<file path="src/rtl/wham_round_ctrl.sv">
// Whac-A-Mole round controller: paces moles on a ms timebase, picks them from an
// 8-bit LFSR, scores switch strikes and reports light/hit events to the displays.
module wham_round_ctrl #(
  parameter int         CLKS_PER_MS = 50000,
  parameter int         N_MOLES     = 10,
  parameter int         ROUNDS      = 30,
  parameter int         GAP_MS      = 500,
  parameter int         UP_MS_EASY  = 2000,
  parameter int         UP_MS_MED   = 1200,
  parameter int         UP_MS_HARD  = 700,
  parameter logic [7:0] LFSR_SEED   = 8'hA5
) (
  input  logic               clk,
  input  logic               rst,
  input  logic               start_btn,
  input  logic [2:0]         diff_in,
  input  logic [N_MOLES-1:0] sw,
  output logic [N_MOLES-1:0] mole_led,
  output logic               start_evt,
  output logic               stop_evt,
  output logic [15:0]        score,
  output logic [2:0]         diff,
  output logic               playing
);

  localparam int          IDX_W     = $clog2(N_MOLES);
  localparam logic [15:0] SCORE_MAX = 16'd9999;

  typedef enum logic [1:0] {IDLE, GAP, UP} state_t;

  state_t             state_reg, state_next;
  logic [15:0]        clk_cnt_reg, clk_cnt_next;
  logic [15:0]        ms_cnt_reg, ms_cnt_next;
  logic [7:0]         lfsr_reg, lfsr_next;
  logic [N_MOLES-1:0] sw_q_reg;
  logic [IDX_W-1:0]   idx_reg, idx_next;
  logic               have_prev_reg, have_prev_next;
  logic [15:0]        round_reg, round_next;
  logic [15:0]        score_reg, score_next;
  logic [2:0]         diff_reg, diff_next;
  logic               playing_reg, playing_next;
  logic [N_MOLES-1:0] mole_led_reg, mole_led_next;
  logic               start_evt_reg, start_evt_next;
  logic               stop_evt_reg, stop_evt_next;

  logic [N_MOLES-1:0] sw_edge;
  logic               ms_tick, hit, wrong, gap_done, up_done;
  logic               enter, resolve;
  logic [15:0]        up_ms;
  logic [7:0]         lfsr_mod, pick;
  logic [2:0]         diff_sel;

  assign sw_edge  = sw ^ sw_q_reg;
  // The lit LED doubles as the target mask, so no indexed select is needed.
  assign hit      = |(sw_edge & mole_led_reg);
  assign wrong    = |(sw_edge & ~mole_led_reg);
  assign ms_tick  = (clk_cnt_reg == 16'(CLKS_PER_MS - 1));
  assign up_ms    = diff_reg[2] ? 16'(UP_MS_HARD) :
                    diff_reg[1] ? 16'(UP_MS_MED)  : 16'(UP_MS_EASY);
  assign gap_done = ms_tick && (ms_cnt_reg == 16'(GAP_MS - 1));
  assign up_done  = ms_tick && (ms_cnt_reg == up_ms - 16'd1);
  assign lfsr_mod = lfsr_reg % 8'(N_MOLES);
  assign pick     = (have_prev_reg && lfsr_mod == 8'(idx_reg)) ?
                    (lfsr_mod + 8'd1) % 8'(N_MOLES) : lfsr_mod;
  assign diff_sel = (diff_in == 3'b001 || diff_in == 3'b010 || diff_in == 3'b100) ?
                    diff_in : 3'b001;

  always_comb begin
    state_next     = state_reg;
    clk_cnt_next   = ms_tick ? 16'd0 : clk_cnt_reg + 16'd1;
    ms_cnt_next    = ms_tick ? ms_cnt_reg + 16'd1 : ms_cnt_reg;
    lfsr_next      = {lfsr_reg[6:0], lfsr_reg[7] ^ lfsr_reg[5] ^ lfsr_reg[4] ^ lfsr_reg[3]};
    idx_next       = idx_reg;
    have_prev_next = have_prev_reg;
    round_next     = round_reg;
    score_next     = score_reg;
    diff_next      = diff_reg;
    playing_next   = playing_reg;
    mole_led_next  = mole_led_reg;
    start_evt_next = 1'b0;
    stop_evt_next  = 1'b0;
    enter          = 1'b0;
    resolve        = 1'b0;

    // A start press restarts from any state and overrides a same-cycle hit.
    if (start_btn) begin
      state_next    = GAP;
      score_next    = 16'd0;
      round_next    = 16'd0;
      diff_next     = diff_sel;
      playing_next  = 1'b1;
      mole_led_next = '0;
      enter         = 1'b1;
    end else begin
      case (state_reg)
        IDLE: ;
        GAP: begin
          if (gap_done) begin
            state_next     = UP;
            idx_next       = IDX_W'(pick);
            have_prev_next = 1'b1;
            mole_led_next  = N_MOLES'(1) << pick;
            start_evt_next = 1'b1;
            enter          = 1'b1;
          end
        end
        UP: begin
          if (hit) begin
            stop_evt_next = 1'b1;
            score_next    = (score_reg >= SCORE_MAX) ? SCORE_MAX : score_reg + 16'd1;
            resolve       = 1'b1;
          end else begin
            if (wrong)
              score_next = (score_reg == 16'd0) ? 16'd0 : score_reg - 16'd1;
            if (up_done)
              resolve = 1'b1;
          end
        end
        default: state_next = IDLE;
      endcase
    end

    if (resolve) begin
      mole_led_next = '0;
      round_next    = round_reg + 16'd1;
      enter         = 1'b1;
      if (round_reg == 16'(ROUNDS - 1)) begin
        state_next   = IDLE;
        playing_next = 1'b0;
      end else begin
        state_next = GAP;
      end
    end

    if (enter) begin
      clk_cnt_next = 16'd0;
      ms_cnt_next  = 16'd0;
    end
  end

  always_ff @(posedge clk) begin
    sw_q_reg <= sw;
    if (rst) begin
      state_reg     <= IDLE;
      clk_cnt_reg   <= 16'd0;
      ms_cnt_reg    <= 16'd0;
      lfsr_reg      <= LFSR_SEED;
      idx_reg       <= '0;
      have_prev_reg <= 1'b0;
      round_reg     <= 16'd0;
      score_reg     <= 16'd0;
      diff_reg      <= 3'b001;
      playing_reg   <= 1'b0;
      mole_led_reg  <= '0;
      start_evt_reg <= 1'b0;
      stop_evt_reg  <= 1'b0;
    end else begin
      state_reg     <= state_next;
      clk_cnt_reg   <= clk_cnt_next;
      ms_cnt_reg    <= ms_cnt_next;
      lfsr_reg      <= lfsr_next;
      idx_reg       <= idx_next;
      have_prev_reg <= have_prev_next;
      round_reg     <= round_next;
      score_reg     <= score_next;
      diff_reg      <= diff_next;
      playing_reg   <= playing_next;
      mole_led_reg  <= mole_led_next;
      start_evt_reg <= start_evt_next;
      stop_evt_reg  <= stop_evt_next;
    end
  end

  assign mole_led  = mole_led_reg;
  assign start_evt = start_evt_reg;
  assign stop_evt  = stop_evt_reg;
  assign score     = score_reg;
  assign diff      = diff_reg;
  assign playing   = playing_reg;

endmodule

</file>
<file path="config.mk">
export PLATFORM = sky130hd
export DESIGN_NAME = wham_round_ctrl
export DESIGN_NICKNAME = d
export VERILOG_FILES = /design/src/rtl/wham_round_ctrl.sv
export SDC_FILE = /design/constraint.sdc
export NUM_CORES = 1
export LEC_CHECK = 0
export BUFFER_PORTS_ARGS = -buffer_cell sky130_fd_sc_hd__clkbuf_2
export CAP_MARGIN = 20
export CORE_ASPECT_RATIO = 1.75
export CORE_UTILIZATION = 54
export CTS_BUF_LIST = sky130_fd_sc_hd__clkbuf_4 sky130_fd_sc_hd__clkbuf_8 sky130_fd_sc_hd__clkbuf_16
export DETAILED_ROUTE_END_ITERATION = 16
export PLACE_DENSITY = 0.81
export SYNTH_ARGS = -nofsm -noshare
export SYNTH_HDL_FRONTEND = slang
export SYNTH_SLANG_ARGS = --single-unit
</file>
<file path="constraint.sdc">
create_clock -name clk -period 3.6 [get_ports clk]
set_input_delay 0.18 -clock clk [delete_from_list [all_inputs] [get_ports clk]]
set_output_delay 0.18 -clock clk [all_outputs]
set_load 0.01 [all_outputs]
</file>
-- Word level (Yosys, flattened, before mapping)
Cells that the tools add are included.
Widths: inputs -> output; s select.
- bits in registers: 105
- bits of input ports: 16
- output and inout bits: 32
- logic and storage cells: 94
- $add $sub $neg: 7
- divide/modulo/power cells: 2
- order comparisons: 1
- eq/ne operators: 12
- shift operators: 1
- mux-type cells: 27
- bitwise operators: 9
- reductions and logical operators: 21
- operators by type and width (cell ; count):
    $mux 16 ; 6
    $add 16x1->16 const B ; 4
    $and 10x10->10 ; 2
    $reduce_or 10->1 ; 2
    $eq 16x16->1 ; 1
    $eq 16x16->1 const B ; 1
    $eq 16x5->1 const B ; 1
    $eq 16x9->1 const B ; 1
    $ge 16x14->1 const B ; 1
    $logic_not 16->1 ; 1
    $mod 8x4->8 const B ; 2
    $sub 16x1->16 const B ; 1
    $mux 1 ; 13
    $sub 11x1->12 const B ; 1
    $mux 11 ; 1
    $mux 10 ; 1
    $not 10->10 ; 1
    $shl 1x8->10 const A ; 1
    $xor 10x10->10 ; 1
    $reduce_or 3->1 ; 3
    $add 8x1->8 const B ; 1
    $eq 8x4->1 ; 1
    $mux 8 ; 1
    $mux 2 ; 3
    18 further kinds ; 29

-- Depth between registers and ports, before layout
- word-level depth: 11
- gate-level depth with buffers: 15
- mapped depth without buffers: 13

-- Worst setup path after synthesis
Ideal clock, no wire load.
- path type: flip-flop to flip-flop
- from: register lfsr_reg[7]
- to: register mole_led_reg[6] (netlist: mole_led[6])
- library setup time: 0.117 ns
- data arrival time: 3.148 ns
- path slack: 0.335 ns
- cell stages (with the launch flop): 15
- buffers on the path: 1
- period minus slack after synthesis: 3.265 ns
- path through: dfxtp_1 -> and2b_2 -> or2_2 -> o31ai_1 -> or2_0 -> buf_2 -> o31ai_1 -> a22oi_1 -> ha_1 -> inv_1 -> and3_1 -> o211ai_1 -> o21ai_0 -> a31o_2 -> a22o_1
- cells in the longest elaborated chain, start to end: 5
- elaborated cells between the ends (all ways): 7
- those cells by class: 1 x add/sub; 2 x div; 1 x eq/ne; 1 x shift; 1 x mux; 1 x reduce/logical
- RTL lines (what ; RTL line ; source):
    from (decl) ; 34 ; logic [7:0] lfsr_reg, lfsr_next;
    from (signal assigned) ; 161 ; lfsr_reg <= lfsr_next;
    $mod 8x4->8 (*) ; 62 ; assign lfsr_mod = lfsr_reg % 8'(N_MOLES);
    $add 8x1->8 or $eq 8x4->1 (tied branches) ; 64, 63 ;
    $mod 8x4->8 or $logic_and 1x1->1 (tied branches) ; 64, 63 ;
    $mux 8 (*) ; 63 ; assign pick = (have_prev_reg && lfsr_mod == 8'(idx_reg)) ?
    $shl 1x8->10 (*) ; 102 ; mole_led_next = N_MOLES'(1) << pick;
    to (signal assigned) ; 168 ; mole_led_reg <= mole_led_next;
    to (decl) ; 42 ; logic [N_MOLES-1:0] mole_led_reg, mole_led_next;
Mark *: on every way between the ends. The rest lies on a longest branch, timed or not.
A chain may end at the register's enable or synchronous reset.

-- Final worst setup path
- from: register lfsr_reg[5]
- to: register mole_led_reg[3] (netlist: mole_led[3])
Same word-level chain as after synthesis.

==> results.ini <==
[cts]
cts_made_buffers = 9
cts_tree = built
clk_pin_slew_ns = 0.08
post-cts-setup-buffers = 0
clockRootBuffer = clkbuf_16
clock_latency_ns = 0.35
h-tree-depth = 3
cts_sinks = 105
clockBufferDepth = 2

[power_and_ir_drop]
power_mw = 2.574
power_frac_seq_pct = 47.1
power.density_nw_per_um2 = 379.0
swShare_pct = 28.70
combPwrFrac_pct = 16.2
cellInternalPower_mw = 1.835
pwr-share-clk_pct = 36.7
p_leak_nw = 2.514
switchingPower_mw = 0.7386
peakVddDrop_uv = 343.2

[floorplanning]
initial_core_util_pct = 55.59
fp-row-count = 50
die_width_um = 81.56
ios = 48
dieArea_um2 = 11520
fp.coreArea_um2 = 10760
die_height_um = 141.2

[logic_synthesis]
muxShareOfSynthArea_pct = 0.8576
synth_compound_gate_area_share_pct = 18.51
synth_fa_ha_area_share_pct = 1.882
synth_area_leader_cell = dfxtp_1
synthArstFlopShare_pct = 0
synth-simple-area-share_pct = 29.09
ys_top_cells_by_area = dfxtp_1, nor2_1, xor2_1, xnor2_1, nand2_1
synth_seq_cells = 105
ys.flop_type = dfxtp_1
ys_warn_count = 0
synth-seq-area-share_pct = 35.14
syn_area_um2 = 5982
synth_edf_count = 0
syn_nets = 759
synth_top_family_by_area = simple AND/OR/NAND/NOR gates
yosysTopAreaCellShare_pct = 35.14
synth_xor_area_share_pct = 9.663
yosys.cell_types.count = 84
synth_cells = 734
avgSynthCellArea_um2 = 8.150

[placed_design]
gp_congestion = 0.9149
port-buffer-count = 47
place_ws_ns = -0.06182
hpwl_um = 10750

[sta]
fin_crit_ns = 3.409
hold_viol_final = 0
finalSetupViolations = 0
fin_skew_ns = 0.01211
tightestPinTransition_ns = 1.007
rsz0062_at_grt = false
max_freq_mhz = 293.4
drv_slew = 0
setup_ws_ns = 0.1913
post-route-period-util_pct = 94.69
slew_headroom_pct = 32.85
hold_slack_ns = 0.1708

[routing]
num_vias = 5583
drc = 0
dr.pass1.iters = 9
drtIter0Drc = 369
via_per_inst = 6.075
routed_wirelength_um = 15020
ant_nets = 0
post_drt_wl_per_cell_um = 16.34

[cells_and_area]
num_antenna_cells = 0
drive_gt1_share_pct = 16.73
syn2layout_area_growth_pct = 13.53
final_common_cell = dfxtp_1
nets = 809
final_cell_mix = dfxtp_1, nor2_1, nand2_1

[critical_path]
setup.worst_path.start_class = register
cp-end-kind = register
path_max_fanout = 14
max_stage_delay_ns = 0.55
r2r-end = mole_led[3]$_SDFFE_PP0P_
slowest_stage = or4_1
cp.required_ns = 3.85
cp-startpoint = lfsr_reg[5]$_SDFF_PP1_
r2r_start = lfsr_reg[5]$_SDFF_PP1_
arrival_ns = 3.65
r2r_slack_ns = 0.19
ff2ff_path_depth = 11
critPathKind = reg2reg
path_cells = and2b_2, a31oi_1, o221ai_2, or4_1, a32oi_2, o21ai_2, a211oi_4, buf_4, mux2i_1, a21oi_2, a22o_1
critPathCapture = mole_led[3]$_SDFFE_PP0P_

[grt]
grt-ovfl-total = 0
grt_util_met3_pct = 6.990
top_usage_layer = met2
first_global_vias = 5363
grt_use_met2_pct = 49.52
grt_usage_pct = 27.46
grtUsageMet1_pct = 28.39
grt_max_degree = 38
grt_first_pass_wirelength_um = 24830
antenna_found_initial = 0

[run]
max-cap-violations = 0

[status]
status = finished, final reports clean

[worst_hold_path]
hold_path_class = in2reg

synth_stat cells (all sizes together) (3+ instances only):
cell type and n:
o22ai 7, a311oi 3, o21ai 29, and2 10
dfxtp 105, a221oi 3, a22oi 13, or3 11
nand4 17, a211oi 5, or4 3, nand3 31
o21a 3, nor4 8, nand2b 14, o2111ai 3
a21oi 31, or2 11, nor3 14, xor2 38
nor2b 9, o31ai 3, a31oi 8, o32ai 5
clkbuf 29, and4 3, nor3b 5, nor2 98
mux2i 4, o211ai 6, nand3b 5, and3b 4
and3 20, xnor2 28, a22o 12, a31o 4
inv 28, buf 11, nand2 49, ha 9
nor4b 4
cells by family (layout without fill, tap and decap cells):
group	Yosys count	count (layout)
fa+ha+maj	9	9
xor+xnor	66	66
mux	5	5
buf+inv	69	124
compound gates	153	153
simple gates	327	327
flops	105	105
layout make-up:
| cell class | instances | area (µm²) |
|---|---|---|
| clock buffers | 9 | 225.2 |
| clock inverters | 7 | 62.56 |
| fillers | 883 | 3969 |
| inverters | 29 | 108.9 |
| multi-input cells | 560 | 3622 |
| flip-flops and latches | 105 | 2110 |
| well taps | 130 | 162.7 |
| repair buffers | 79 | 500.5 |
metrics by stage:
stage | instance area, µm² | setup TNS [ns] | utilization (%) | cells
finish | 6792 | 0 | 63.12 | 919
global route | 6792 | 0 | 63.12 | 919
CTS | 6756 | 0 | 62.79 | 918
detailed placement | 6356 | -0.1827 | 59.07 | 892
global placement | 6356 | 0 | 59.07 | 892
floorplan | 5982 | 0 | - | 734
power groups by stage:
stage | clock network (mW) | logic [mW] | registers [mW]
global placement | 0 | 0.370 | 1.23
floorplan | 0 | 0.299 | 1.22
global route | 1.01 | 0.456 | 1.22
detailed placement | 0 | 0.386 | 1.24
CTS | 0.958 | 0.398 | 1.21
finish | 0.944 | 0.416 | 1.21
critical path, delay by kind of cell (launching register included):
| family | cells | cell delay [ns] |
|---|---|---|
| compound gates | 7 | 1.53 |
| flops | 1 | 0.45 |
| simple gates | 2 | 0.82 |
| mux | 1 | 0.25 |
| buf+inv | 1 | 0.25 |
routing by layer:
| metal | wire, µm | vias to the layer above |
|---|---|---|
| li1 | - | 2713 |
| met1 | 5786 | 2653 |
| met2 | 8145 | 175 |
| met3 | 672 | 42 |
| met4 | 412 | 0 |
| met5 | 0 | - |
worst min path at each step:
| stage | from | to | slack, ns | cells past startpoint |
|---|---|---|---|---|
| 2_1_floorplan | sw[0] | sw_q_reg[0]$_DFF_P_ | 0.21 | 0 |
| 3_3_place_gp | sw[3] | sw_q_reg[3]$_DFF_P_ | 0.31 | 1 |
| 3_5_place_dp | sw[6] | sw_q_reg[6]$_DFF_P_ | 0.31 | 1 |
| 4_1_cts | diff_in[1] | diff[1]$_SDFFE_PP0P_ | 0.16 | 3 |
| 5_1_grt | diff_in[1] | diff[1]$_SDFFE_PP0P_ | 0.19 | 3 |
| 6_report | diff_in[1] | diff[1]$_SDFFE_PP0P_ | 0.17 | 3 |
timing repair:
action	in CTS	in global routing
endpoints found under the setup margin	9	12
resized for setup	3	9
hold buffers	10	0
endpoints found under the hold margin	10	0
Note: power is estimated with default switching activity, not from simulation.
